**src/rtl/alu_mul_ctrl_if.sv**
```systemverilog
// Requester handshake and ALU drive/return signals of the shift-and-add multiply sequencer.
// The sequencer is the slave; the requester/ALU side is the master.
`timescale 1ns/1ps
interface alu_mul_ctrl_if;
  logic       start;
  logic [7:0] mcand;
  logic [7:0] mplier;
  logic       ready;
  logic       done;
  logic [7:0] product;
  logic [7:0] alu_a;
  logic [7:0] alu_b;
  logic       alu_op;
  logic [7:0] alu_result;

  modport slave (
    input  start, mcand, mplier, alu_result,
    output ready, done, product, alu_a, alu_b, alu_op
  );

  modport master (
    output start, mcand, mplier, alu_result,
    input  ready, done, product, alu_a, alu_b, alu_op
  );
endinterface

```
**src/rtl/alu_mul_ctrl.sv**
```systemverilog
// 8x8 -> low-byte multiply by shift-and-add, one external ALU operation per clock.
// ADD and SHIFT alternate eight times each, so accept-to-done is a fixed 17 cycles.
`timescale 1ns/1ps
module alu_mul_ctrl (
  input  logic          clk,
  input  logic          rst,
  alu_mul_ctrl_if.slave bus
);
  typedef enum logic [1:0] {
    S_IDLE,
    S_ADD,
    S_SHIFT,
    S_DONE
  } state_t;

  state_t     r_state;
  logic [7:0] r_acc;
  logic [7:0] r_m;
  logic [7:0] r_q;
  logic [7:0] r_product;
  logic [2:0] r_cnt;

  // NOTE: non-blocking assignments keep every register reading pre-edge values.
  always_ff @(posedge clk) begin
    if (rst) begin
      r_state   <= S_IDLE;
      r_acc     <= 8'd0;
      r_m       <= 8'd0;
      r_q       <= 8'd0;
      r_cnt     <= 3'd0;
      r_product <= 8'd0;
    end else begin
      case (r_state)
        S_IDLE: begin
          if (bus.start) begin
            r_m     <= bus.mcand;
            r_q     <= bus.mplier;
            r_acc   <= 8'd0;
            r_cnt   <= 3'd0;
            r_state <= S_ADD;
          end
        end
        S_ADD: begin
          if (r_q[0]) r_acc <= bus.alu_result;
          r_state <= S_SHIFT;
        end
        S_SHIFT: begin
          r_m   <= bus.alu_result;
          r_q   <= {1'b0, r_q[7:1]};
          r_cnt <= r_cnt + 3'd1;
          // acc already holds the final sum: the last ADD precedes this SHIFT.
          if (r_cnt == 3'd7) begin
            r_product <= r_acc;
            r_state   <= S_DONE;
          end else begin
            r_state <= S_ADD;
          end
        end
        S_DONE:  r_state <= S_IDLE;
        default: r_state <= S_IDLE;
      endcase
    end
  end

  // ALU drive decodes state and registers only, never alu_result, so no comb loop through the ALU.
  always_comb begin
    // NOTE: defaults first so no path through the case infers a latch.
    bus.alu_a  = 8'd0;
    bus.alu_b  = 8'd0;
    bus.alu_op = 1'b0;
    case (r_state)
      S_ADD: begin
        bus.alu_a  = r_acc;
        bus.alu_b  = r_m;
        bus.alu_op = 1'b0;
      end
      S_SHIFT: begin
        bus.alu_a  = r_m;
        bus.alu_b  = 8'd1;
        bus.alu_op = 1'b1;
      end
      default: ;
    endcase
  end

  assign bus.ready   = (r_state == S_IDLE);
  assign bus.done    = (r_state == S_DONE);
  assign bus.product = r_product;
endmodule

```
**src/flat_wrapper.sv**
```systemverilog
// flat-port wrapper written by rule: the top's interface ports become plain ports
module alu_mul_ctrl_flat 
  (clk, rst, bus_start, bus_mcand, bus_mplier, bus_alu_result, bus_ready, bus_done, bus_product, bus_alu_a, bus_alu_b, bus_alu_op);
  alu_mul_ctrl_if bus_i ();
  input  logic clk;
  input  logic rst;
  input wire logic [$bits(bus_i.start)-1:0] bus_start;
  input wire logic [$bits(bus_i.mcand)-1:0] bus_mcand;
  input wire logic [$bits(bus_i.mplier)-1:0] bus_mplier;
  input wire logic [$bits(bus_i.alu_result)-1:0] bus_alu_result;
  output wire logic [$bits(bus_i.ready)-1:0] bus_ready;
  output wire logic [$bits(bus_i.done)-1:0] bus_done;
  output wire logic [$bits(bus_i.product)-1:0] bus_product;
  output wire logic [$bits(bus_i.alu_a)-1:0] bus_alu_a;
  output wire logic [$bits(bus_i.alu_b)-1:0] bus_alu_b;
  output wire logic [$bits(bus_i.alu_op)-1:0] bus_alu_op;
  assign bus_i.start = bus_start;
  assign bus_i.mcand = bus_mcand;
  assign bus_i.mplier = bus_mplier;
  assign bus_i.alu_result = bus_alu_result;
  assign bus_ready = bus_i.ready;
  assign bus_done = bus_i.done;
  assign bus_product = bus_i.product;
  assign bus_alu_a = bus_i.alu_a;
  assign bus_alu_b = bus_i.alu_b;
  assign bus_alu_op = bus_i.alu_op;
  alu_mul_ctrl u_core (.clk(clk), .rst(rst), .bus(bus_i));
endmodule
```
**config.mk**
```make
export PLATFORM = sky130hd
export DESIGN_NAME = alu_mul_ctrl_flat
export DESIGN_NICKNAME = d
export VERILOG_FILES = /design/src/rtl/alu_mul_ctrl_if.sv /design/src/rtl/alu_mul_ctrl.sv /design/src/flat_wrapper.sv
export SDC_FILE = /design/constraint.sdc
export NUM_CORES = 1
export LEC_CHECK = 0
export CAP_MARGIN = 10
export CORE_ASPECT_RATIO = 0.9
export CORE_MARGIN = 10
export CORE_UTILIZATION = 35
export CTS_CLUSTER_SIZE = 40
export DETAILED_ROUTE_END_ITERATION = 16
export GPL_ROUTABILITY_DRIVEN = 0
export GPL_TIMING_DRIVEN = 0
export PLACE_DENSITY = 0.7
export SLEW_MARGIN = 15
export SYNTH_ARGS = -nofsm -noshare
export SYNTH_HDL_FRONTEND = slang
export SYNTH_SLANG_ARGS = --single-unit
```
**constraint.sdc**
```tcl
create_clock -name clk -period 2.78 [get_ports clk]
set_input_delay 0.834 -clock clk [delete_from_list [all_inputs] [get_ports clk]]
set_output_delay 0.834 -clock clk [all_outputs]
set_load 0.01 [all_outputs]
```
==> impl_metrics.ini <==
[clock_network]
post_cts.resized_instances = 23
clock_net_sink_count = 37
number_of_hold_buffers_added_after_cts = 0
cts_root_buffer = clkbuf_8
htree_num_levels = 2
numCtsBuffers = 5
path_clk_slew_ns = 0.07
worst_skew_pair.late_latency_ns = 0.29
clockBufferDepth = 2
cts_setup_buffers = 0
cts_tree = built

[run]
max_cap_viol_count = 0

[sta]
min_period_ns = 2.676
finalHoldViolations = 0
report.final.setup_viol = 0
fin_crit_sh = 0.9626
max_freq_mhz = 373.7
finalWorstSetupSlack_ns = 0.1041
fin_setup_tns_ns = 0
rsz_0062_raised_after_global_routing = no
finClkSkew_ns = 0.003840
maxSlewViolCount = 0
actual_transition_at_the_worst_max_transition_pin_ns = 0.7152
timing.max_slew.rel_slack = 0.5232

[power]
vdd_ir_drop_max_mv = 0.3750
leakage_nw = 0.9822
power_density_nw_per_um2 = 693.2

[synthesis]
yosysSeqAreaShare = 0.3827
yosys_register_bits = 37
synth_common_cells = dfxtp_1, a21oi_1, mux2i_1, a211oi_2, nor2_2
syn-instance-count = 204
synth-warning-count = 0
synth.lib_cells_used.distinct = 26
synth_top_cell_by_area = dfxtp_1
nets_in_the_synthesized_netlist = 239
ys_top_cells_by_area = dfxtp_1, a211oi_2, mux2i_1
synth.avg_cell_area_um2 = 9.488
synth-edff-count = 0
post-synth-top-count-cell = dfxtp_1
ys.flop_type = dfxtp_1
async_reset_ff_frac = 0
synth.cell_area_um2 = 1936
synth_top_area_share = 0.3827

[floorplan]
io_pins = 54
chipWidth_um = 98.39
area_of_the_die_um2 = 8909
rows = 25
initial_core_util = 0.3640
core_region_area_um2 = 5318
floorplan.die.height_um = 90.55

[final_layout]
multiInputGateArea_um2 = 1107
final_core_util = 0.5059
filler_cell_count = 531
layout.nets = 297
sequential_cell_area_um2 = 748.2
number_of_diodes = 0
layout-area-overhead-vs-synth_pct = 38.98
layout-drive-gt1-share = 0.2167

[worst_hold_path]
min_path_type = reg2reg

[grt]
first_global_vias = 1765
grt_start_max_net_pins = 12
antenna_found_initial = 0
first_pass_grt_wire_length_um = 9066
grt_remaining_overflow = 0
groute.usage.overall = 0.1203

[routing]
post_drt_via_cell_ratio = 5.242
drt_pass1_iterations = 4
drtAntennaViolNets = 0
dr_total_vias = 1730
routed_wirelength_um = 5462
drt-initial-drc-count = 90
drcViolationCount = 0
routed_wire_length_per_instance_um = 16.55

[setup_path]
worst_path_max_delay_cell = clkdlybuf4s50_1
critical_path_arrival_ns = 1.84
critPathCaptureType = output port
timing.critical_path.max_delay_family = buffers and inverters
critical_path_fanouts_max = 10
reg2reg_setup_slack_ns = 1.06
critPathBufInv = 3
max_stage_delay_ns = 0.55
timing.critical_path.required_ns = 1.95
setup.worst_path.class = reg2out
worstSetupStartpointType = flip-flop
cp_cell_sequence = inv_2 -> ha_4 -> clkbuf_4 -> and3_1 -> clkdlybuf4s50_1

[status]
run_status = finished clean

[placement]
dp_slack_ns = -0.03984
post_dp_hpwl_um = 4193
place.port_buffers = 52
## final timing paths
check | from | to | cells after the start
setup / recovery | u_core.r_state[1] | bus_alu_b[4] | 5
hold / removal | u_core.bus.product[1] | u_core.bus.product[1] | 2
setup reg to reg | u_core.r_state[0] | u_core.r_state[1] | 6
hold reg to reg | u_core.bus.product[1] | u_core.bus.product[1] | 2
## layout by cell type (no fill, tap or decap), types with 4 or more instances in the layout
cell type	netlist	final
nand2_1	11	11
mux2i_1	17	17
clkbuf_1	10	6
dlygate4sd2_1	0	9
a22oi_1	8	7
nor2_1	4	4
clkbuf_8	0	7
o21ai_0	8	8
dfxtp_1	37	35
clkdlybuf4s50_1	0	42
and3_1	7	7
nand3_1	8	8
nor2b_1	10	10
nand4_1	8	8
nor2_2	14	14
a211oi_2	14	14
ha_1	8	5
a21oi_1	20	20
## cell families after synthesis
| group | synth area share |
|---|---|
| compound gates | 0.2153 |
| mux | 0.1015 |
| buf+inv | 0.06206 |
| fa+ha+maj | 0.05172 |
| flops | 0.3827 |
| simple gates | 0.1868 |
## worst register-to-register path, cell delays in order, from the launching register on
cell and delay [ns]:
dfxtp_4 0.37, inv_2 0.12, ha_1 0.21, buf_2 0.18, buf_4 0.23, nand2_1 0.23, a311oi_1 0.30
## metal layers
layer	track usage	part of all wire
met1	0.1594	0.49
met2	0.1818	0.44
met3	0.03826	0.064
met4	0.03222	0.0073
met5	0	0
## power by group
group / internal, mW / switching [mW]
sequential: 0.611 / 0.0719
clock: 0.224 / 0.190
combinational: 0.360 / 0.408
total: 1.19 / 0.670
## metrics by stage
step           cell area [um2]  hold WS (ns)  cells  power [mW]
6_report                  2690        0.4593    330       1.865
5_1_grt                   2690        0.4728    330       1.969
4_1_cts                   2664        0.4620    330       1.847
3_5_place_dp              2540        0.4516    323       1.400
3_3_place_gp              2540        0.4456    323       1.390
2_1_floorplan             1936        0.4316    204       1.186
## state kept, by name, summed over array words and instances (netlist names)
| register | count |
|---|---|
| u_core.r_acc | 8 |
| u_core.r_cnt | 3 |
| u_core.bus.product | 8 |
| u_core.r_state | 2 |
| u_core.r_m | 8 |
| u_core.r_q | 8 |
## layout make-up
class | count | area share
multi-input combinational | 147 | 0.4116
timing repair buffer | 52 | 0.1902
inverter | 2 | 0.002791
buffer | 17 | 0.04837
tap | 67 | 0.03116
sequential | 37 | 0.2781
clock inverter | 1 | 0.001860
clock buffer | 7 | 0.03581
(Power assumes the default switching activity.)
